## src/rtl/scoreboard_ctrl.sv

```systemverilog
// Register scoreboard: per-register pending-write counters, RAW/WAW stall and drain sequencing.
// Optional macro SCOREBOARD_WB_BYPASS_EN lets a source whose last pending write retires this cycle issue.
module scoreboard_ctrl #(
    parameter int NREGS     = 32,
    parameter int REGNOBITS = 5,
    parameter int CNTBITS   = 2
) (
    input  logic                 clk,
    input  logic                 reset,
    input  logic                 de_valid,
    input  logic                 de_rs1_rd,
    input  logic                 de_rs2_rd,
    input  logic [REGNOBITS-1:0] de_rs1,
    input  logic [REGNOBITS-1:0] de_rs2,
    input  logic                 de_wr_reg,
    input  logic [REGNOBITS-1:0] de_rd,
    input  logic                 flush,
    input  logic                 wb_wr_reg,
    input  logic [REGNOBITS-1:0] wb_regno,
    input  logic                 drain_req,
    output logic                 stall,
    output logic                 issue,
    output logic [NREGS-1:0]     busy_bits,
    output logic                 drain_done,
    output logic                 underflow_err
);

    typedef enum logic [1:0] {
        ST_IDLE  = 2'd0,
        ST_DRAIN = 2'd1,
        ST_DONE  = 2'd2
    } state_t;

    localparam logic [CNTBITS-1:0] CNT_MAX = '1;
    localparam logic [CNTBITS-1:0] CNT_ONE = CNTBITS'(1);

    state_t               state_q, state_d;
    logic [CNTBITS-1:0]   cnt_q [NREGS];
    logic [CNTBITS-1:0]   cnt_d [NREGS];
    logic [NREGS-1:0]     busy_q, busy_d;
    logic                 drain_done_q, drain_done_d;
    logic                 underflow_q, underflow_d;

    logic [CNTBITS-1:0]   cnt_rs1, cnt_rs2, cnt_rd, cnt_wb;
    logic                 raw1, raw2, waw;
    logic                 inc_en, dec_req, dec_en, inc_i, dec_i;

    always_comb begin
        cnt_rs1 = cnt_q[de_rs1];
        cnt_rs2 = cnt_q[de_rs2];
        cnt_rd  = cnt_q[de_rd];
        cnt_wb  = cnt_q[wb_regno];

        raw1 = de_rs1_rd && (de_rs1 != '0) && (cnt_rs1 != '0);
        raw2 = de_rs2_rd && (de_rs2 != '0) && (cnt_rs2 != '0);
`ifdef SCOREBOARD_WB_BYPASS_EN
        // Regfile writes on negedge, so the retiring value is readable in DE this cycle.
        if (wb_wr_reg && (wb_regno == de_rs1) && (cnt_rs1 == CNT_ONE)) raw1 = 1'b0;
        if (wb_wr_reg && (wb_regno == de_rs2) && (cnt_rs2 == CNT_ONE)) raw2 = 1'b0;
`endif
        waw = de_wr_reg && (cnt_rd == CNT_MAX);

        stall = (state_q != ST_IDLE) || (de_valid && (raw1 || raw2 || waw));
        issue = de_valid && !stall && !flush;

        inc_en  = issue && de_wr_reg && (de_rd != '0);
        dec_req = wb_wr_reg && (wb_regno != '0);
        dec_en  = dec_req && (cnt_wb != '0);
        underflow_d = underflow_q || (dec_req && (cnt_wb == '0));

        busy_d = '0;
        for (int i = 0; i < NREGS; i++) begin
            inc_i    = inc_en && (de_rd == REGNOBITS'(i));
            dec_i    = dec_en && (wb_regno == REGNOBITS'(i));
            cnt_d[i] = cnt_q[i];
            if (inc_i && !dec_i)      cnt_d[i] = cnt_q[i] + CNT_ONE;
            else if (dec_i && !inc_i) cnt_d[i] = cnt_q[i] - CNT_ONE;
            if (i == 0) cnt_d[i] = '0;
            busy_d[i] = (cnt_d[i] != '0);
        end

        state_d = state_q;
        case (state_q)
            ST_IDLE:  if (drain_req) state_d = ST_DRAIN;
            ST_DRAIN: if (busy_d == '0) state_d = ST_DONE;
            ST_DONE:  state_d = ST_IDLE;
            default:  state_d = ST_IDLE;
        endcase
        drain_done_d = (state_d == ST_DONE);
    end

    always_ff @(posedge clk) begin
        if (reset) begin
            state_q      <= ST_IDLE;
            busy_q       <= '0;
            drain_done_q <= 1'b0;
            underflow_q  <= 1'b0;
            for (int i = 0; i < NREGS; i++) cnt_q[i] <= '0;
        end else begin
            state_q      <= state_d;
            busy_q       <= busy_d;
            drain_done_q <= drain_done_d;
            underflow_q  <= underflow_d;
            for (int i = 0; i < NREGS; i++) cnt_q[i] <= cnt_d[i];
        end
    end

    assign busy_bits     = busy_q;
    assign drain_done    = drain_done_q;
    assign underflow_err = underflow_q;

endmodule

```

## config.mk

```make
export PLATFORM = sky130hd
export DESIGN_NAME = scoreboard_ctrl
export DESIGN_NICKNAME = d
export VERILOG_FILES = /design/src/rtl/scoreboard_ctrl.sv
export SDC_FILE = /design/constraint.sdc
export NUM_CORES = 1
export LEC_CHECK = 0
export ABC_CLOCK_PERIOD_IN_PS = 3900
export CAP_MARGIN = 20
export CORE_MARGIN = 3
export CORE_UTILIZATION = 53
export DETAILED_ROUTE_END_ITERATION = 8
export PLACE_DENSITY = 0.8
export SLEW_MARGIN = 20
export SYNTH_ARGS = -nofsm -noshare
export SYNTH_HDL_FRONTEND = slang
export SYNTH_SLANG_ARGS = --single-unit
```

## constraint.sdc

```tcl
create_clock -name clk -period 3.9 [get_ports clk]
set_clock_uncertainty 0.1 [all_clocks]
set_input_delay 0.78 -clock clk [delete_from_list [all_inputs] [get_ports clk]]
set_output_delay 0.78 -clock clk [all_outputs]
set_load 0.01 [all_outputs]
```

## Word level (Yosys, flattened, before mapping)

Memory sizes are Yosys's and may differ from the RTL's.
Cells that the tools add are included.

| cells by class | value |
|---|---|
| $add $sub $neg | 62 |
| equality and inequality tests | 65 |
| mux-type cells | 100 |
| bitwise logic cells | 32 |
| reduce and logical (&&, ||, !) cells | 247 |

Operators with widths:

| operator | number |
|---|---|
| $mux 2 | 96 |
| $eq 5x5->1 const B | 32 |
| $logic_and 1x1->1 | 137 |
| $eq 5x4->1 const B | 16 |
| $reduce_bool 2->1 | 35 |
| $logic_not 1->1 | 64 |
| $add 2x1->2 const B | 31 |
| $sub 2x1->2 const B | 31 |
| $eq 5x3->1 const B | 8 |
| $logic_not 32->1 | 1 |
| $or 1x1->1 | 32 |
| $eq 5x2->1 const B | 4 |
| $reduce_bool 5->1 | 4 |
| $eq 5x1->1 const B | 2 |
| $eq 2x2->1 const B | 2 |
| $logic_not 2->1 | 2 |
| $logic_or 1x1->1 | 4 |
| $pmux 2 s2 | 1 |
| $mux 1 | 3 |
| $eq 2x1->1 const B | 1 |

| storage, ports and cells | value |
|---|---|
| register bits | 36 |
| memory bits (writable) | 64 |
| input bits | 29 |
| logic and storage cells | 512 |
| memories kept | 1 |

Memory list:

| name | words | width | read ports | clocked after memory_dff | wr ports | RTL line | source |
|---|---|---|---|---|---|---|---|
| cnt_q | 32 | 2 | 35 | 0 | 32 | 38 | `logic [CNTBITS-1:0] cnt_q [NREGS];` |

## Longest topological paths before layout

| logic depth | value |
|---|---|
| depth in word-level cells | 22 |
| gate-level depth with buffers | 16 |
| mapped depth without buffers | 12 |

## Worst setup path before layout

No wires, ideal clock.

| timing | value |
|---|---|
| path type | input port to flip-flop |
| from | in wb_regno[0] |
| to | reg drain_done_q, in the netlist drain_done |
| setup time | 0.073 ns |
| arrival | 3.744 ns |
| slack | -0.018 ns |
| stages on the path | 13 |
| buffers on the path | 1 |
| cells stage by stage | buf_2 or4b_2 o32ai_1 nor4_1 o221a_2 or4_1 xnor2_1 xnor2_1 nand4_1 nor4_1 nand4_1 and4bb_1 nor3b_2 |

| on the way | value |
|---|---|
| word-level cells in the longest chain between the ends | 12 |
| elaborated cells on any way between the ends | 257 |
| classes of those cells | eq/ne: 32; mux: 64; reduce/logical: 160; memory: 1 |

Ends and longest elaborated chain:

| what | RTL line | source |
|---|---|---|
| start: declaration | 19 | `input logic [REGNOBITS-1:0] wb_regno,` |
| $mem_v2 32x2 or $reduce_bool 5->1 (tied branches) | -- |  |
| $reduce_bool 2->1 or $logic_and 1x1->1 (tied branches) | 68, 67 |  |
| $logic_and 1x1->1 | 68 | `dec_en = dec_req && (cnt_wb != '0);` |
| $logic_and 1x1->1 | 74 | `dec_i = dec_en && (wb_regno == REGNOBITS'(i));` |
| $logic_and 1x1->1 or $logic_not 1->1 (tied branches) | 77, 76 |  |
| $mux 2 or $logic_and 1x1->1 (tied branches) | 77, 76 |  |
| $mux 2 | 76 | `if (inc_i && !dec_i) cnt_d[i] = cnt_q[i] + CNT_ONE;` |
| $reduce_bool 2->1 | 79 | `busy_d[i] = (cnt_d[i] != '0);` |
| $logic_not 32->1 * | 85 | `ST_DRAIN: if (busy_d == '0) state_d = ST_DONE;` |
| $mux 2 * | 85 |  |
| $pmux 2 s2 * | 83 | `case (state_q)` |
| $eq 2x2->1 * | 89 | `drain_done_d = (state_d == ST_DONE);` |
| end signal: assignment | 102 | `drain_done_q <= drain_done_d;` |
| end: declaration | 41 | `logic drain_done_q, drain_done_d;` |

Mark *: on every way between the ends. The rest lies on a longest branch, timed or not.
A chain may end at the register's enable or synchronous reset.

==> parameters.txt <==
Parameter                              Value

Synthesis
  Count of cell types in the netlist ... 91
  Top area cells in the synthesized netlist ... sky130_fd_sc_hd__dfxtp_1 (28%), sky130_fd_sc_hd__nor2_1 (7.3%), sky130_fd_sc_hd__xnor2_1 (5.7%)
  Post-Synthesis Cell Area ... 0.00690 sq mm
  Count of mapped cells out of synthesis ... 909
  Leading area contributor after synthesis ... sky130_fd_sc_hd__dfxtp_1
  Number of warning messages in the yosys log ... 0
  Synthesized Nets ... 938
  Fraction of synthesis flops using an asynchronous set or reset pin ... 0%
  Yosys top cell area share ... 28.1%
  Part of the Yosys area used for sequential elements ... 28.1%
  Synthesis-stage register bit count ... 97
  Mean area per synthesized cell ... between 7 and 8 sq um
  Prevailing post-synth register cell ... sky130_fd_sc_hd__dfxtp_1
  Number of enable-type register cells in the synthesized netlist ... 0

Global routing
  Maximum number of pins on one net before global-route repair ... 46
  Top Usage Layer GRT ... met2
  Initial antenna violation count ... 3
  Number of global-route vias before repair ... 9217
  GRT Util Overall ... 46.5%
  Wire length of the first global-routing pass ... 50.9 mm
  GRT met1 Usage ... 55.3%
  Remaining Overflow, GRT ... 0
  Met3 Resource Use GR ... 14.9%
  Met2 usage in global routing ... a little over two thirds

Power and ir drop
  Switching Fraction ... a little under a third
  Leakage power total ... 4.44 nW
  Share of total power in sequential cells ... approximately 39%
  Pwr dens ... 233 mW/mm^2
  Combinational Power Share ... 24.3%
  Portion of total power attributed to the clock network ... a little under two fifths
  NetSw ... 0.000813 W
  Worst supply voltage drop on vdd ... 0.000265 V
  Internal Power ... 0.00180 W

Floorplanning
  Initial Utilization ... 54.5%
  Die X-Extent ... 120 um
  Total core area ... 0.0127 sq mm
  Die Area ... 0.0144 sq mm
  Total I/O pin count ... 65
  Vertical extent of the die ... 120 um
  Num rows ... 41

Clock network
  Hold_buf cts ... 0
  TritonCTS Buffers ... 9
  Clock latency reported for the late side of the worst-skew pair ... 370 ps
  Post-CTS clock slew at the launch and capture registers of the worst setup and hold paths ... approximately 70 ps
  Count of H-tree levels built during CTS ... 3
  Clock sink count ... 97
  TritonCTS clock tree ... done
  CTS Buffer Depth ... 2
  Master cell of the clock root buffer ... sky130_fd_sc_hd__clkbuf_16

Route
  Via density per instance ... between 7 and 8
  Post-detailed-route wirelength per cell ... 27.8 um
  Total Routed Length ... 40.1 mm
  Vias after detailed routing ... slightly above 10000
  Violation count after the first detailed-routing iteration ... 2176
  Residual DRC count ... 22
  DR pass1 iterations ... 9
  Post-route ant nets ... 0

Critical path
  Slowest library cell on the worst path ... sky130_fd_sc_hd__xnor2_2
  Critical path cell sequence ... nor2_1, buf_4, mux4_2, and2_1, o311ai_2, buf_4, and3_4, buf_12, or4_4, nor2_2, xnor2_2, and4_1, nand4_1, and4bb_2, nor3b_4
  Critical path's most frequent cell ... sky130_fd_sc_hd__buf_4
  Largest stage delay, worst path ... approximately 530 ps
  Buf+Inv Stages, Crit Path ... 3
  Critical path endpoint category ... register
  Crit path required time ... 4090 ps
  Crit path kind ... reg -> reg
  Highest net fanout along the worst path ... 16
  Worst path top cell family by delay ... simple AND/OR/NAND/NOR gates
  Arrival time reported for the critical path endpoint ... 4600 ps
  Category of the worst setup path launch point ... register

STA
  Share of the clock period used by the worst path after layout ... 113%
  Worst-case hold slack ... approximately 430 ps
  Smallest setup slack after layout ... -505 ps
  Max Clk Rate ... 0.227 GHz
  Setup total negative slack ... -2070 ps
  Final-report setup violation count ... 8
  Number of hold-slack violations in the final timing report ... 0
  Max Transition Viols Final ... 0
  Worst Tran Pin Value ... 1030 ps
  Shortest period the worst path allows ... about 4400 ps
  Setup repair after global routing missed its margin ... yes
  Max-slew headroom ... a little under a third

Placement
  IO Port Bufs ... 63
  Half-perimeter wire length after detailed placement ... 25.5 mm
  Routability-driven placement congestion ratio ... 1.11

Layout
  Signed area change from the synthesized netlist to the final layout ... 62.2%
  Layout cell share with drive strength beyond 1 ... 41.5%
  Utilization of the core after routing ... 88.4%
  NumNets Final ... 1296

Job
  Reported max-cap violation count ... 0

Outcome
  Outcome ... finished with violations
  Failing checks ... DRC, setup timing

Min path
  Min-Delay Path Class ... reg -> reg
[final cells by class]
cell class	count	area, sq um
flip-flops and latches	97	1950
clock buffers	9	225
inverters	15	58.8
repair buffers	403	3350
multi-input cells	741	5310
clock inverters	7	85.1
fillers	639	1470
well taps	172	215
diodes	1	2.50
[timing repair]
action	CTS	global route
buffers inserted	24	12
setup endpoints to repair	11	5
resized for setup	120	91
pin swaps	37	33
cloned	4	0
[cells in the mapped netlist (all sizes together) (7+ instances only)]
cell and count:
dfxtp 97, nand2 94, nor3 31, nor2 136, clkbuf 31, o22ai 7, and2 10, o21ai 46
o21a 7, nor4 13, and3 13, buf 26, nor3b 9, o211ai 8, or3 12, or2 13
xnor2 45, nor2b 8, mux4 15, nand3 36, xor2 13, a31oi 21, inv 15, a21oi 65
nand2b 15, nand4 13
[logic make-up (layout without fill, tap and decap cells)]
family,count (synthesis),after routing,share of synthesized area (%)
simple gates,431,431,31.5
compound gates,230,231,22.3
flops,97,97,28.1
buf+inv,72,434,4.97
xor+xnor,58,58,7.36
mux,20,20,5.66
other cells,1,2,0.0543
[routing by layer]
layer / up-vias / part of all wire (%)
met5: - / 0.20
met4: 6 / 11
met3: 443 / 17
met2: 1080 / 40
met1: 4620 / 31
li1: 4028 / -
[power groups by stage]
stage	Sequential [W]	Combinational [W]	Clock, W
2_1_floorplan	0.00103	0.000218	0
4_1_cts	0.00101	0.000546	0.000946
3_3_place_gp	0.00103	0.000473	0
6_report	0.00101	0.000636	0.000965
5_1_grt	0.00101	0.000644	0.000999
3_5_place_dp	0.00103	0.000477	0
[worst register-to-register path, delay by kind of cell, from the launching register on]
family | cells | cell delay [ps]
buf+inv | 3 | 570
flops | 1 | 390
simple gates | 9 | 1840
compound gates | 1 | 450
mux | 1 | 470
xor+xnor | 1 | 530
[per-stage QoR]
step | instances | cell area (sq um) | power [W] | setup WS (ps)
floorplan | 909 | 6910 | 0.00125 | 5.44
global placement | 1391 | 9820 | 0.00151 | -984
detailed placement | 1391 | 9820 | 0.00151 | -1020
CTS | 1434 | 10800 | 0.00250 | 3.70
global route | 1445 | 11200 | 0.00266 | -550
finish | 1445 | 11200 | 0.00261 | -505
[layout by cell type, fill, tap and decap left out, drive strengths merged, types with 5 or more instances in the layout]
cell type,synthesis,routed
nand2b,15,15
a31oi,21,21
o31ai,5,5
o211ai,8,8
or2,13,13
nor3,31,31
buf,26,346
nand2,94,94
xnor2,45,45
or3,12,12
dfxtp,97,97
nor2b,8,8
o22ai,7,8
a21boi,5,5
o21ai,46,46
a21oi,65,65
clkbuf,31,15
inv,15,19
and3,13,13
clkdlybuf4s50,0,45
o21a,7,7
nand4,13,13
a211oi,5,5
xor2,13,13
nor4b,5,5
nand3,36,36
mux4,15,15
nor3b,9,9
and2,10,10
nor2,136,136
nor4,13,13
[sequential cells by signal (all words and copies together), names as in the netlist]
signal         cells
underflow_err      1
state_q            2
busy_bits         31
drain_done         1
cnt_q             62
[path summary, 6_finish.rpt]
check / startpoint / endpoint / slack, ps / cells after the start
worst max-delay path: cnt_q[20][0] / state_q[1] / -500 / 15
worst min-delay path: underflow_err / underflow_err / 430 / 2
worst max register to register: cnt_q[20][0] / state_q[1] / -500 / 15
worst min register to register: underflow_err / underflow_err / 430 / 2
(Power assumes the default switching activity.)
